## src/rtl/fft_frame_ctrl.sv

```systemverilog
`timescale 1ns/1ps
// fft_frame_ctrl
//   Avalon-ST framing controller for a streaming FFT sink port. It produces
//   sink_valid/sink_sop/sink_eop and the frame-size word for bursts of frames
//   and honours sink_ready backpressure. Frame length, inter-frame gap and
//   frame count are latched from the cfg_* inputs when a burst is accepted.
//
//   Build option: define FFT_FRAME_GAP_EN to build the GAP state and gap
//   counter. Without it, cfg_gap is ignored and frames run back-to-back.
//
//   Ports:
//     clk, reset_n            clock, asynchronous active-low reset
//     start, stop             burst request / end burst after current frame
//     cfg_fftpts              points per frame (power of two, 8..2^LOG2_MAX_PTS)
//     cfg_gap                 idle cycles between frames
//     cfg_nframes             frames per burst, 0 = continuous
//     sink_ready              backpressure from the FFT core
//     sink_valid/sop/eop      Avalon-ST framing strobes
//     sink_error              tied to 2'b00
//     fftpts_out              latched frame size
//     sample_idx              index of the current sample within its frame
//     frame_cnt               frames completed in the current burst
//     busy, done, cfg_err     status: not idle / burst ended / start rejected
module fft_frame_ctrl #(
   parameter int LOG2_MAX_PTS = 11,
   parameter int PTS_W        = LOG2_MAX_PTS + 1,
   parameter int GAP_W        = 8,
   parameter int NF_W         = 16
) (
   input  logic                    clk,
   input  logic                    reset_n,
   input  logic                    start,
   input  logic                    stop,
   input  logic [PTS_W-1:0]        cfg_fftpts,
   input  logic [GAP_W-1:0]        cfg_gap,
   input  logic [NF_W-1:0]         cfg_nframes,
   input  logic                    sink_ready,
   output logic                    sink_valid,
   output logic                    sink_sop,
   output logic                    sink_eop,
   output logic [1:0]              sink_error,
   output logic [PTS_W-1:0]        fftpts_out,
   output logic [LOG2_MAX_PTS-1:0] sample_idx,
   output logic [NF_W-1:0]         frame_cnt,
   output logic                    busy,
   output logic                    done,
   output logic                    cfg_err
);

   typedef enum logic [1:0] {
      S_IDLE = 2'd0,
      S_RUN  = 2'd1
`ifdef FFT_FRAME_GAP_EN
      , S_GAP = 2'd2
`endif
   } state_t;

   state_t                  state_q, state_d;
   logic [NF_W-1:0]         nframes_q;
   logic                    stop_pending;
   logic                    start_ok, xfer, at_eop, eop_xfer, last_frame;
   logic                    valid_d, sop_d, eop_d;
   logic [LOG2_MAX_PTS-1:0] idx_d;
   logic [NF_W-1:0]         fcnt_d;
   logic [PTS_W-1:0]        pts_d;

`ifdef FFT_FRAME_GAP_EN
   logic [GAP_W-1:0]        gap_q;
   logic [GAP_W-1:0]        gap_cnt;
`else
   logic                    unused_cfg_gap;
   assign unused_cfg_gap = ^cfg_gap;
`endif

   // Legal frame sizes: a single bit set, between 8 and 2^LOG2_MAX_PTS.
   function automatic logic pts_legal(input logic [PTS_W-1:0] pts);
      logic [PTS_W-1:0] max_pts;
      max_pts = PTS_W'(1) << LOG2_MAX_PTS;
      return (pts >= PTS_W'(8)) && (pts <= max_pts) &&
             ((pts & (pts - PTS_W'(1))) == '0);
   endfunction

   assign start_ok   = start && pts_legal(cfg_fftpts);
   assign xfer       = (state_q == S_RUN) && sink_ready;
   assign at_eop     = (PTS_W'(sample_idx) == fftpts_out - PTS_W'(1));
   assign eop_xfer   = xfer && at_eop;
   // A stop arriving with the eop transfer still ends the burst at that eop.
   assign last_frame = stop_pending || stop ||
                       ((nframes_q != '0) && (frame_cnt + NF_W'(1) == nframes_q));

   assign busy       = (state_q != S_IDLE);
   assign sink_error = 2'b00;

   // State register
   always_ff @(posedge clk or negedge reset_n) begin
      if (!reset_n) state_q <= S_IDLE;
      else          state_q <= state_d;
   end

   // Next-state logic
   always_comb begin
      state_d = state_q;
      unique case (state_q)
         S_IDLE: if (start_ok) state_d = S_RUN;
         S_RUN: begin
            if (eop_xfer) begin
               if (last_frame) state_d = S_IDLE;
`ifdef FFT_FRAME_GAP_EN
               else if (gap_q != '0) state_d = S_GAP;
`endif
            end
         end
`ifdef FFT_FRAME_GAP_EN
         // The counter is loaded with the gap at eop, so leaving at 1 gives
         // exactly gap idle cycles.
         S_GAP: begin
            if (stop || stop_pending)        state_d = S_IDLE;
            else if (gap_cnt == GAP_W'(1))   state_d = S_RUN;
         end
`endif
         default: state_d = S_IDLE;
      endcase
   end

   // Output logic: next values of the registered outputs
   always_comb begin
      idx_d  = sample_idx;
      fcnt_d = frame_cnt;
      pts_d  = fftpts_out;
      if (state_q == S_IDLE) begin
         if (start_ok) begin
            idx_d  = '0;
            fcnt_d = '0;
            pts_d  = cfg_fftpts;
         end
      end else if (xfer) begin
         idx_d = at_eop ? '0 : sample_idx + LOG2_MAX_PTS'(1);
         if (at_eop) fcnt_d = frame_cnt + NF_W'(1);
      end
      valid_d = (state_d == S_RUN);
      sop_d   = valid_d && (idx_d == '0);
      eop_d   = valid_d && (PTS_W'(idx_d) == pts_d - PTS_W'(1));
   end

   always_ff @(posedge clk or negedge reset_n) begin
      if (!reset_n) begin
         sink_valid   <= 1'b0;
         sink_sop     <= 1'b0;
         sink_eop     <= 1'b0;
         fftpts_out   <= PTS_W'(8);
         sample_idx   <= '0;
         frame_cnt    <= '0;
         stop_pending <= 1'b0;
         done         <= 1'b0;
         cfg_err      <= 1'b0;
`ifdef FFT_FRAME_GAP_EN
         gap_cnt      <= '0;
`endif
      end else begin
         sink_valid <= valid_d;
         sink_sop   <= sop_d;
         sink_eop   <= eop_d;
         fftpts_out <= pts_d;
         sample_idx <= idx_d;
         frame_cnt  <= fcnt_d;
         done       <= (state_q != S_IDLE) && (state_d == S_IDLE);
         cfg_err    <= (state_q == S_IDLE) && start && !start_ok;
         if (state_d == S_IDLE)
            stop_pending <= 1'b0;
         else if ((state_q != S_IDLE) && stop)
            stop_pending <= 1'b1;
`ifdef FFT_FRAME_GAP_EN
         if (state_q == S_RUN)      gap_cnt <= gap_q;
         else if (state_q == S_GAP) gap_cnt <= gap_cnt - GAP_W'(1);
`endif
      end
   end

   // Burst configuration, captured on an accepted start
   always_ff @(posedge clk) begin
      if ((state_q == S_IDLE) && start_ok) begin
         nframes_q <= cfg_nframes;
`ifdef FFT_FRAME_GAP_EN
         gap_q     <= cfg_gap;
`endif
      end
   end

endmodule
```

## config.mk

```make
export PLATFORM = sky130hd
export DESIGN_NAME = fft_frame_ctrl
export DESIGN_NICKNAME = d
export VERILOG_FILES = /design/src/rtl/fft_frame_ctrl.sv
export SDC_FILE = /design/constraint.sdc
export NUM_CORES = 1
export LEC_CHECK = 0
export CAP_MARGIN = 20
export CORE_MARGIN = 3
export CORE_UTILIZATION = 41
export CTS_CLUSTER_DIAMETER = 120
export DETAILED_ROUTE_END_ITERATION = 12
export HOLD_SLACK_MARGIN = 0.03
export PLACE_DENSITY = 0.69
export SLEW_MARGIN = 10
export SYNTH_ARGS = -nofsm -noshare
export SYNTH_HDL_FRONTEND = slang
export SYNTH_SLANG_ARGS = --single-unit
```

## constraint.sdc

```tcl
create_clock -name clk -period 3 [get_ports clk]
set_input_delay 0.45 -clock clk [delete_from_list [all_inputs] [get_ports clk]]
set_output_delay 0.45 -clock clk [all_outputs]
set_load 0.02 [all_outputs]
```

==> flow_summary_export.csv <==
group,metric,value,unit
logic_synthesis,synth_ff_type,"dfrtp_1",
placement,dp.final_hpwl,9.90,mm
clock_tree,cts_max_level,3,
setup_path,cp_max_fo,7,
timing,final_hold_viol_count,0,
run_status,status,"finished, violations left",
setup_path,r2r-end,"sink_sop",
power_and_ir_drop,p_leak,2.73,nW
clock_tree,hold_buffers,0,
final_layout,area_growth,56.1,%
routing,drc,0,
final_layout,n_fill_cell,754,
power_and_ir_drop,ir_drop,0.297,mV
setup_path,start_kind,"flop",
timing,slew_headroom,47.9,%
grt,grt_pass1_vias,3948,
floorplanning,dieArea,11300,um2
placement,port_buffers,77,
logic_synthesis,ys_ff_latch,63,
final_layout,multiInputGateArea,2710,um2
floorplanning,core,9770,um2
logic_synthesis,yosysUniqueCellTypes,77,
clock_tree,clkTransAtPathRegs,0.07,ns
placement,gp_congestion,0.900,
floorplanning,ios,88,
logic_synthesis,synth.area.top_cells,"dfrtp_1, edfxtp_1, xnor2_1, xor2_1, nand2_1",
logic_synthesis,synth.most_common_cell,"dfrtp_1",
setup_path,worst-r2r-cell-count,13,
logic_synthesis,synth_top_cell_by_area,"dfrtp_1",
power_and_ir_drop,power_density,278,nW/um2
hold_path,hold_path.class,"input port to asynchronous set/reset pin",
timing,fin_setup_tns,-2.68,ns
routing,vias_per_cell,5.48,
logic_synthesis,syn-instance-count,440,
floorplanning,die-width,106,um
floorplanning,dieHeight,106,um
setup_path,crit_slowest_cell,"or4_4",
timing,tightest_slew,0.782,ns
placement,dp_slack,-1.23,ns
timing,rsz0062_at_grt,"yes",
job,max_cap_violations,0,
logic_synthesis,synth_area,4140,um2
routing,wl,13.8,mm
final_layout,drive_above_1_share,33.5,%
clock_tree,cts.sinks,63,
clock_tree,clk_latency,0.36,ns
final_layout,nets,666,
final_layout,n_antenna_cell,0,
clock_tree,cts-buffers-inserted,9,
logic_synthesis,synth_edf_count,16,
timing,setup_viol,19,
floorplanning,initial_core_util,42.4,%
setup_path,r2r-start,"fftpts_out[1]",
setup_path,required,3.24,ns
logic_synthesis,synth.avg_cell_area,9.41,um2
timing,finClkSkew,0.0125,ns
setup_path,end_kind,"flop",
timing,fmax,0.277,GHz
setup_path,critPathArrivalTime,3.84,ns
final_layout,seqCellArea,1660,um2
timing,fin_crit_sh,120,%
grt,grt_overflow,0,
grt,grt_pass1_wl,20.6,mm
logic_synthesis,seq_area_frac_synth,40.0,%
clock_tree,cts_tree,"yes",
grt,grt_util_all_layers,23.3,%
setup_path,path_class,"flop to flop",
setup_path,worst-r2r-setup-slack,-0.60,ns
setup_path,max_stage_delay,0.53,ns
clock_tree,cts_buffer_depth,2,
logic_synthesis,yosysTopAreaCellShare,27.8,%
setup_path,cp_cell_sequence,"buf_6, or4_4, or4_4, a21o_1, a22oi_2, nand4bb_1, buf_6, and2_4, a21oi_4, mux2i_4, nor4_2, nand3_1, nor4_2",
routing,vias,4158,
timing,slew_viol_final,0,
grt,grt_antenna_before_repair,0,
routing,drtPass1Iterations,5,
routing,drt-initial-drc-count,285,
timing,setup_slack,-0.605,ns
logic_synthesis,synth_warnings,0,
logic_synthesis,ys_async_sr_fraction,74.6,%
routing,drtAntennaViolNets,0,
logic_synthesis,synth_common_cells,"dfrtp_1, nand2_1, xnor2_1",
clock_tree,clockRootBuffer,"clkbuf_8",
floorplanning,std_cell_rows,36,
grt,grt_start_max_net_pins,33,
timing,period_needed,3.60,ns
routing,routedWlPerCell,18.1,um
run_status,violations,"negative setup slack",
[critical path: cells and delay by family (launching register included)]
kind,cells,cell delay [ns]
buffers and inverters,2,0.29
DFF,1,0.41
and+or+nand+nor,7,2.10
AOI/OAI and AO/OA,3,0.56
muxes,1,0.11
[kinds of logic after synthesis]
kind of cell,after synthesis,synth area share [%]
AO/OA/AOI/OAI,84,14.4
XOR/XNOR,62,13.3
adder cells (fa/ha/maj),5,1.45
buffers and inverters,31,3.72
flip-flops,63,40.0
multiplexers,9,2.42
other,1,0.0906
AND/OR/NAND/NOR,185,24.6
[registers in the layout, summed over array words and instances (netlist names)]
name          count
nframes_q        16
sink_eop          1
fftpts_out       12
cfg_err           1
done              1
sink_sop          1
state_q           2
sample_idx       11
frame_cnt        16
stop_pending      1
sink_valid        1
[power breakdown]
group / switching (mW) / internal, mW
Clock: 0.357 / 0.297
Sequential: 0.00644 / 0.886
Combinational: 0.124 / 0.127
[timing repair]
action	CTS	global route
resized for setup	29	82
pin swaps	6	31
endpoints found under the hold margin	0	0
endpoints found under the setup margin	31	30
gates cloned	1	1
buffers inserted	4	7
[worst max-delay path by stage]
| stage | start | to | slack, ns | cells after the start |
|---|---|---|---|---|
| global route | fftpts_out[1] | sink_eop | -0.68 | 13 |
| finish | fftpts_out[1] | sink_sop | -0.60 | 13 |
| floorplan | cfg_fftpts[7] | sink_eop | -0.71 | 17 |
| global placement | cfg_fftpts[7] | sink_eop | -1.06 | 16 |
| CTS | cfg_fftpts[3] | sink_eop | -0.57 | 14 |
| detailed placement | cfg_fftpts[7] | sink_eop | -1.23 | 16 |
[routing by layer]
metal	vias up	global-route usage, %	share of wire [%]	wire length, um
li1	1952	-	-	-
met1	2001	32.9	44	6000
met2	176	35.1	47	6460
met3	29	6.44	7.4	1020
met4	0	6.85	2.0	280
met5	-	0	0	0
[per-stage QoR]
stage	util, %	std cells	cell area (um2)	hold slack (ns)	total power, mW
2_1_floorplan	-	442	4220	0.154	0.999
3_3_place_gp	59.2	730	5790	0.532	1.13
3_5_place_dp	59.2	730	5790	0.546	1.14
4_1_cts	62.8	751	6130	0.177	1.79
5_1_grt	66.1	759	6460	0.200	1.87
6_report	66.1	759	6460	0.163	1.80
[placed cells by master, fill, tap and decap left out, types with 4 or more instances in the layout]
cell type / Yosys / layout
nor2_4: 0 / 4
inv_1: 13 / 11
dfrtp_1: 46 / 43
a21oi_1: 13 / 10
or4_1: 6 / 4
nand3_2: 2 / 4
nand2_1: 44 / 42
nor2_2: 0 / 5
xor2_1: 19 / 18
and3_1: 6 / 6
nor2_1: 36 / 27
nand4_1: 7 / 7
dlymetal6s2s_1: 0 / 8
buf_4: 3 / 94
nand2b_1: 7 / 5
o21ai_2: 1 / 6
clkdlybuf4s50_1: 0 / 68
xnor2_1: 42 / 42
a21oi_2: 3 / 4
o31ai_2: 0 / 4
buf_6: 3 / 10
nor4_1: 10 / 8
nand4b_1: 4 / 4
o21ai_1: 1 / 18
edfxtp_1: 16 / 16
nand3_1: 14 / 12
clkbuf_8: 0 / 9
nor3_1: 15 / 15
[final cells by class]
cell class,count,share of cell area (%)
inverter,13,0.755
clock inverter,6,0.581
tap,133,2.57
clock buffer,10,1.97
sequential,63,25.7
multi-input combinational,348,41.9
timing repair buffer,186,26.6
Power figures use the tool's default switching activity.
